[config.mk]
export PLATFORM = sky130hd
export DESIGN_NAME = axi_addr_fifo_n
export DESIGN_NICKNAME = d
export VERILOG_FILES = /design/src/rtl/axi_pkg.sv /design/src/rtl/axi_addr_fifo_n_ptr_ctrl.sv /design/src/rtl/axi_addr_fifo_n.sv
export SDC_FILE = /design/constraint.sdc
export NUM_CORES = 1
export LEC_CHECK = 0
export ABC_AREA = 1
export CAP_MARGIN = 20
export CORE_MARGIN = 2
export CORE_UTILIZATION = 50
export DETAILED_ROUTE_END_ITERATION = 10
export PLACE_DENSITY = 0.7
export RECOVER_POWER = 25
export SLEW_MARGIN = 10
export SYNTH_ARGS = -nofsm -noshare
export SYNTH_HDL_FRONTEND = slang
export SYNTH_HIERARCHICAL = 1
export SYNTH_SLANG_ARGS = --single-unit
[constraint.sdc]
create_clock -name clk -period 5.66 [get_ports clk]
set_input_delay 1.698 -clock clk [delete_from_list [all_inputs] [get_ports clk]]
set_output_delay 1.698 -clock clk [all_outputs]
set_load 0.01 [all_outputs]
[src/rtl/axi_pkg.sv]
// Shared AXI address-channel definitions.
// Field widths, packed-entry width and field bit offsets used by the
// address FIFO, the address decoder and the arbiter.
// Entry packing, MSB to LSB: id, addr, len, size, burst, lock, cache, prot.
package axi_pkg;

  localparam int unsigned ADDR_W  = 32;
  localparam int unsigned LEN_W   = 4;
  localparam int unsigned SIZE_W  = 2;
  localparam int unsigned BURST_W = 2;
  localparam int unsigned LOCK_W  = 2;
  localparam int unsigned CACHE_W = 4;
  localparam int unsigned PROT_W  = 3;

  // Bit offsets (LSB position) of each field inside a packed entry.
  localparam int unsigned PROT_LSB  = 0;
  localparam int unsigned CACHE_LSB = PROT_LSB  + PROT_W;
  localparam int unsigned LOCK_LSB  = CACHE_LSB + CACHE_W;
  localparam int unsigned BURST_LSB = LOCK_LSB  + LOCK_W;
  localparam int unsigned SIZE_LSB  = BURST_LSB + BURST_W;
  localparam int unsigned LEN_LSB   = SIZE_LSB  + SIZE_W;
  localparam int unsigned ADDR_LSB  = LEN_LSB   + LEN_W;
  localparam int unsigned ID_LSB    = ADDR_LSB  + ADDR_W;

  function automatic int unsigned entry_w(input int unsigned tag_bits);
    return tag_bits + ID_LSB;
  endfunction

  function automatic bit is_pow2(input int unsigned v);
    return (v != 0) && ((v & (v - 1)) == 0);
  endfunction

endpackage

[src/rtl/axi_addr_fifo_n_ptr_ctrl.sv]
// Pointer / occupancy controller for axi_addr_fifo_n.
// Ports:
//   clk, rst (async active-low)
//   push, pop, flush        : requests from the FIFO user
//   wr_en                   : storage write strobe for this edge
//   wr_ptr, rd_ptr          : storage indices
//   count                   : occupancy
//   empty/full/almost_full  : decodes of the count register only
//   overflow/underflow      : sticky error flags, cleared by flush
module fifo_ptr_ctrl
  import axi_pkg::*;
#(
  parameter int unsigned DEPTH     = 4,
  parameter int unsigned AF_THRESH = 3,
  localparam int unsigned PTR_W    = $clog2(DEPTH),
  localparam int unsigned CNT_W    = $clog2(DEPTH) + 1
) (
  input  logic             clk,
  input  logic             rst,
  input  logic             push,
  input  logic             pop,
  input  logic             flush,
  output logic             wr_en,
  output logic [PTR_W-1:0] wr_ptr,
  output logic [PTR_W-1:0] rd_ptr,
  output logic [CNT_W-1:0] count,
  output logic             empty,
  output logic             full,
  output logic             almost_full,
  output logic             overflow,
  output logic             underflow
);

  if (DEPTH < 2 || !is_pow2(DEPTH)) begin : g_bad_depth
    $error("fifo_ptr_ctrl: DEPTH must be a power of 2 and >= 2");
  end
  if (AF_THRESH < 1 || AF_THRESH > DEPTH) begin : g_bad_thresh
    $error("fifo_ptr_ctrl: AF_THRESH must be in 1..DEPTH");
  end

  logic [PTR_W-1:0] wr_ptr_q, wr_ptr_d;
  logic [PTR_W-1:0] rd_ptr_q, rd_ptr_d;
  logic [CNT_W-1:0] count_q, count_d;
  logic             overflow_q, overflow_d;
  logic             underflow_q, underflow_d;
  logic             pop_ok, push_ok;

  assign empty       = (count_q == '0);
  assign full        = (count_q == CNT_W'(DEPTH));
  assign almost_full = (count_q >= CNT_W'(AF_THRESH));

  always_comb begin
    pop_ok      = pop & ~empty;
    // A push into a full FIFO is taken only when the head leaves this cycle.
    push_ok     = push & (~full | pop_ok);
    wr_ptr_d    = wr_ptr_q;
    rd_ptr_d    = rd_ptr_q;
    count_d     = count_q;
    overflow_d  = overflow_q;
    underflow_d = underflow_q;
    wr_en       = 1'b0;
    if (flush) begin
      wr_ptr_d    = '0;
      rd_ptr_d    = '0;
      count_d     = '0;
      overflow_d  = 1'b0;
      underflow_d = 1'b0;
    end else begin
      wr_en = push_ok;
      if (push_ok) wr_ptr_d = wr_ptr_q + 1'b1;
      if (pop_ok)  rd_ptr_d = rd_ptr_q + 1'b1;
      count_d = count_q + CNT_W'(push_ok) - CNT_W'(pop_ok);
      if (push & full & ~pop_ok) overflow_d  = 1'b1;
      if (pop & empty)           underflow_d = 1'b1;
    end
  end

  always_ff @(posedge clk or negedge rst) begin
    if (!rst) begin
      wr_ptr_q    <= '0;
      rd_ptr_q    <= '0;
      count_q     <= '0;
      overflow_q  <= 1'b0;
      underflow_q <= 1'b0;
    end else begin
      wr_ptr_q    <= wr_ptr_d;
      rd_ptr_q    <= rd_ptr_d;
      count_q     <= count_d;
      overflow_q  <= overflow_d;
      underflow_q <= underflow_d;
    end
  end

  assign wr_ptr    = wr_ptr_q;
  assign rd_ptr    = rd_ptr_q;
  assign count     = count_q;
  assign overflow  = overflow_q;
  assign underflow = underflow_q;

endmodule

[src/rtl/axi_addr_fifo_n.sv]
// Parametrised AXI address-channel FIFO (AW or AR) with first-word-fall-through.
// Ports:
//   clk, rst (async active-low)
//   push, entry_in          : write a packed request entry
//   pop                     : consume the head entry
//   flush                   : synchronous clear of contents and error flags
//   entry_out               : head entry, zero when empty
//   empty/full/almost_full  : occupancy decodes
//   count                   : occupancy
//   overflow/underflow      : sticky error flags
module axi_addr_fifo_n
  import axi_pkg::*;
#(
  parameter int unsigned TAG_BITS  = 2,
  parameter int unsigned DEPTH     = 4,
  parameter int unsigned AF_THRESH = 3,
  localparam int unsigned ENTRY_W  = entry_w(TAG_BITS),
  localparam int unsigned PTR_W    = $clog2(DEPTH)
) (
  input  logic                     clk,
  input  logic                     rst,
  input  logic                     push,
  input  logic [ENTRY_W-1:0]       entry_in,
  input  logic                     pop,
  input  logic                     flush,
  output logic [ENTRY_W-1:0]       entry_out,
  output logic                     empty,
  output logic                     full,
  output logic                     almost_full,
  output logic [$clog2(DEPTH):0]   count,
  output logic                     overflow,
  output logic                     underflow
);

  logic [ENTRY_W-1:0] mem_q [DEPTH];
  logic               wr_en;
  logic [PTR_W-1:0]   wr_ptr;
  logic [PTR_W-1:0]   rd_ptr;

  fifo_ptr_ctrl #(
    .DEPTH     (DEPTH),
    .AF_THRESH (AF_THRESH)
  ) u_ctrl (
    .clk         (clk),
    .rst         (rst),
    .push        (push),
    .pop         (pop),
    .flush       (flush),
    .wr_en       (wr_en),
    .wr_ptr      (wr_ptr),
    .rd_ptr      (rd_ptr),
    .count       (count),
    .empty       (empty),
    .full        (full),
    .almost_full (almost_full),
    .overflow    (overflow),
    .underflow   (underflow)
  );

  // Storage is deliberately not reset; empty gates stale contents off the output.
  always_ff @(posedge clk) begin
    if (wr_en) mem_q[wr_ptr] <= entry_in;
  end

  always_comb begin
    entry_out = '0;
    if (!empty) entry_out = mem_q[rd_ptr];
  end

endmodule

Word-level counts from Yosys, hierarchy flattened
Memories as Yosys holds them, arrays and structs flattened.
Index checks and enable logic that the tools add are counted.
{"block": "word_totals", "ff_bits": 9, "ram_bits": 204, "output_inout_bits": 59, "mem_count": 1}
{"block": "classes", "n_addsub": 4, "n_lt_le_gt_ge": 1, "n_eq_ne": 1, "mux": 13, "bitwise_logic": 9, "n_reduce_logical": 5}
{"memory": "mem_q", "words": 4, "width": 51, "rd": 1, "rd_clocked_by_memory_dff": 0, "write_ports": 1, "line": "axi_addr_fifo_n.sv:35", "text": "logic [ENTRY_W-1:0] mem_q [DEPTH];"}
{"op": "$mux 51", "n": 1}
{"op": "$mux 2", "n": 4}
{"op": "$reduce_bool 2->1", "n": 4}
{"op": "$mux 1", "n": 7}
{"op": "$and 1x1->1", "n": 5}
{"op": "$add 2x1->2 const B", "n": 2}
{"op": "$add 3x1->3", "n": 1}
{"op": "$eq 3x3->1 const B", "n": 1}
{"op": "$ge 3x2->1 const B", "n": 1}
{"op": "$logic_not 3->1", "n": 1}
{"op": "$mux 3", "n": 1}
{"op": "$not 1->1", "n": 3}
{"op": "$sub 3x1->3", "n": 1}
{"op": "$or 1x1->1", "n": 1}

Longest topological paths before layout
{"block": "logic_depth", "ltp_word": 8, "depth_mapped": 10, "mapped_depth_nobuf": 10}

Cells and area by module
The synthesis kept the hierarchy.
{"mod": "axi_addr_fifo_n", "n_inst": 1, "cells_per_inst": 813, "area_each_um2": 8699.6, "seq_area_each_um2": 6125.9}
{"mod": "fifo_ptr_ctrl", "n_inst": 1, "cells_per_inst": 60, "area_each_um2": 514.2, "seq_area_each_um2": 225.2}

Least setup slack after synthesis
OpenSTA, ideal clock, no wires.
{"block": "synth_path", "kind": "input -> register", "startpoint": "input port pop", "endpoint": "memory mem_q[1][0] (netlist bit), enable pin", "setup_ns": 0.523, "t_arrival_ns": 5.539, "required_ns": 5.137, "path_slack_ns": -0.402, "path_stages": 6, "path_buffers": 0, "path_cell_list": "inv_1 nand3_2 nand2_1 nor2_1 inv_1 nor3_1"}
{"block": "synth_between", "elab_chain_cells": 6}
{"item": "start: declaration", "line": "axi_addr_fifo_n.sv:24", "text": "input logic pop,"}
{"item": "$and 1x1->1", "line": "axi_addr_fifo_n_ptr_ctrl.sv:53", "text": "pop_ok = pop & ~empty;"}
{"item": "$or 1x1->1", "line": "axi_addr_fifo_n_ptr_ctrl.sv:55", "text": "push_ok = push & (~full | pop_ok);"}
{"item": "$and 1x1->1", "line": "axi_addr_fifo_n_ptr_ctrl.sv:55"}
{"item": "$mux 1", "line": "axi_addr_fifo_n_ptr_ctrl.sv:62", "text": "if (flush) begin"}
{"item": "net wr_en", "line": "axi_addr_fifo_n.sv:36", "text": "logic wr_en;"}
{"item": "$mux 1", "line": "axi_addr_fifo_n.sv:62", "text": "if (wr_en) mem_q[wr_ptr] <= entry_in;"}
{"item": "$mux 1 (implied by the code)", "line": "axi_addr_fifo_n.sv:62"}
{"item": "end: declaration", "line": "axi_addr_fifo_n.sv:35"}
The timed path passes the listed nets, and every way through them passes these cells.

Worst setup path after layout
{"block": "layout_path", "startpoint": "register u_ctrl.rd_ptr_q[0], in the netlist u_ctrl/rd_ptr[0]", "endpoint": "output port entry_out[30]"}
{"block": "layout_between", "elab_chain_cells": 2}
{"item": "start: declaration", "line": "axi_addr_fifo_n_ptr_ctrl.sv:42", "text": "logic [PTR_W-1:0] rd_ptr_q, rd_ptr_d;"}
{"item": "start signal: assignment", "line": "axi_addr_fifo_n_ptr_ctrl.sv:87", "text": "rd_ptr_q <= rd_ptr_d;"}
{"item": "$mem_v2 4x51"}
{"item": "$mux 51", "line": "axi_addr_fifo_n.sv:67", "text": "if (!empty) entry_out = mem_q[rd_ptr];"}
{"item": "end: declaration", "line": "axi_addr_fifo_n.sv:26", "text": "output logic [ENTRY_W-1:0] entry_out,"}
No other way between the ends.

==> flow_metrics.tcl <==
set metrics [dict create \
    die_area_mm2 0.01953 \
    fillerInstances 1463 \
    drv_slew 0 \
    fin_nets 1046 \
    p_per_area_mw_per_mm2 443.5 \
    cp.required_ns 3.96 \
    layout_setup_ws_ns 1.004 \
    ctsResizeCount 0 \
    highest_layer "met5" \
    clkPwrFrac_pct 30.3 \
    cpPeakStageDelay_ns 0.57 \
    start_util_pct 51.12 \
    layout_commonest_cell "inv_1" \
    p_switching_w 0.001513 \
    hold_path_end "u_ctrl/underflow" \
    seqPwrFrac_pct 36.8 \
    synth_nets 932 \
    fin_crit_sh_pct 82.27 \
    fin_skew_ns 0.009041 \
    hold_buffers 0 \
    slew_headroom_pct 50.36 \
    hold_path_depth 1 \
    clock_latency_ns 0.50 \
    vias 5985 \
    yosysWarnings 6 \
    outcome "complete, no violations" \
    post-place-ws_ns 1.451 \
    combinationalPowerShare_pct 32.8 \
    grtUsageTotal_pct 18.49 \
    drtAntennaViolNets 0 \
    via_per_inst 4.866 \
    cp.arrival_ns 2.96 \
    vdd_drop_max_mv 0.2919 \
    crit_path_top_delay_cell "clkdlybuf4s50_1" \
    crit_type "reg -> out" \
    switching_share_pct 30.06 \
    cts_tree "done" \
    cts-root-buf "clkbuf_16" \
    synthCells 873 \
    hold_viol_final 0 \
    setup_viol 0 \
    power_w 0.005033 \
    reg2reg_from "u_ctrl/count[1]" \
    route.detailed.drc 0 \
    worstRegToRegCells 7 \
    grt_start_max_net_pins 105 \
    cp-end-kind "output port" \
    wirelength_mm 18.33 \
    area_growth_pct 23.17 \
    rsz0062_at_grt "false" \
    dpl.hpwl_mm 10.15 \
    met1_length_mm 7.807 \
    clk_path_buf_depth 3 \
    cp-start-kind "flip-flop" \
    grt_pass1_wl_mm 28.55 \
    rrSetupSlack_ns 3.58 \
    antenna_found_initial 1 \
    fp-row-count 49 \
    crit_buf_inv 3 \
    synth_cell_types 24 \
    postCtsSetupRepairBufs 0 \
    dr.pass1.iters 4 \
    synth-seq-area-share_pct 68.93 \
    intPower_w 0.003520 \
    port_buffers 114 \
    clk_pin_slew_ns 0.06 \
    fmax_mhz 214.8 \
    dr_wl_met2_mm 9.139 \
    ios 115 \
    hp-class "reg -> reg" \
    instances_no_fill 1230 \
    ys_ff_latch 213 \
    drtIter0Drc 363 \
    whs_ns 0.4955 \
    wl_met3_um 946 \
    worstReg2RegEnd "mem_q[3][40]" \
    gp_congestion 0.7653 \
    grt_pass1_vias 5706 \
    numCtsBuffers 23 \
    syn_avg_cell_area_um2 10.55 \
    htreeDepth 1 \
    routedWlPerCell_um 14.90 \
    drive_gt1_share_pct 5.994 \
    final_cell_mix "inv_1 (216), nand2_1 (213), edfxtp_1 (204), nand3_1 (106), clkdlybuf4s50_1 (83)" \
    die_x_um 139.8 \
    drv_cap 0 \
    power_leakage_nw 4.877 \
    dp.cells 1188 \
    clock-sinks 213 \
    crit_fanout 60 \
    synth.cell_area_mm2 0.009214 \
    hp-start "u_ctrl/underflow" \
    cp_num_cells 6 \
    coreArea_mm2 0.01802 \
    critPathTopFamily "buffers and inverters" \
    worst_pin_slew_ns 0.7445 \
    min_period_ns 4.656 \
    gr-total-overflow 0 \
    antenna_cells 0 \
    chipHeight_um 139.8 \
    crit_path_cell_trace "clkinv_2, buf_4, nand2_1, nand3_1, a21oi_1, clkdlybuf4s50_1" \
]
worst register-to-register path: cells and delay by family, from the launching register on:
family	cells	cell delay (ns)
buffers and inverters	2	0.63
AND/OR/NAND/NOR	5	0.57
flip-flops	1	0.48
cells in the mapped netlist, drive strengths merged:
library cell	count	area, µm²
dfrtp	9	225.2
inv	220	825.8
o21ai	1	5.000
buf	27	192.7
ha	2	25.02
a21oi	52	260.3
fa	1	20.02
nor3	5	25.02
or2	1	6.260
nand3	107	540.5
nand2	215	822.0
o21a	1	7.510
nor2	10	45.04
nand4	4	25.02
clkbuf	12	45.04
edfxtp	204	6126
xor2	2	17.52
final cells by class:
class	instances	area, µm²	area share (%)
sequential	213	6356	56.01
multi-input combinational	401	1819	16.03
timing repair buffer	128	1284	11.31
inverter	220	827.0	7.288
clock buffer	28	594.3	5.237
tap	229	286.5	2.525
clock inverter	11	181.4	1.599
worst max-delay path by stage:
| stage | startpoint | end |
|---|---|---|
| 2_1_floorplan | pop | mem_q[1][0] |
| 3_3_place_gp | u_ctrl/rd_ptr[0] | entry_out[45] |
| 3_5_place_dp | u_ctrl/rd_ptr[0] | entry_out[10] |
| 4_1_cts | u_ctrl/rd_ptr[0] | entry_out[34] |
| 5_1_grt | u_ctrl/rd_ptr[0] | entry_out[30] |
| 6_report | u_ctrl/rd_ptr[0] | entry_out[30] |
state kept, by name, indices dropped and copies added (netlist names):
signal	flops
mem_q	204
u_ctrl/count	3
u_ctrl/rd_ptr	2
u_ctrl/wr_ptr	2
u_ctrl/overflow	1
u_ctrl/underflow	1
per-stage QoR:
step / setup TNS [ns] / instance area, µm² / utilization (%)
3_5_place_dp: 0 / 10510 / 58.32
6_report: 0 / 11350 / 62.96
4_1_cts: 0 / 11290 / 62.63
3_3_place_gp: 0 / 10510 / 58.32
2_1_floorplan: -81.93 / 9214 / -
5_1_grt: 0 / 11350 / 62.96
routing by layer:
layer / vias to the layer above / GRT usage (%)
met5: - / 0
met4: 2 / 5.368
met3: 31 / 3.407
met2: 154 / 31.91
met1: 2799 / 24.09
li1: 2999 / -
cell families (layout without fill, tap and decap cells):
kind of cell	count (synthesis)	in the layout	synth area share (%)
flops	213	213	68.93
compound gates	54	54	2.960
xor+xnor	2	2	0.1901
fa+ha+maj	3	3	0.4888
simple gates	342	342	15.89
buf+inv	259	387	11.54
power groups by stage:
stage	registers, W	clock network [W]	logic, W
6_report	0.00185	0.00153	0.00165
5_1_grt	0.00186	0.00162	0.00181
4_1_cts	0.00185	0.00156	0.00165
3_5_place_dp	0.00189	0	0.00163
3_3_place_gp	0.00188	0	0.00162
2_1_floorplan	0.00189	0	0.000874
Note: power is estimated with default switching activity, not from simulation.
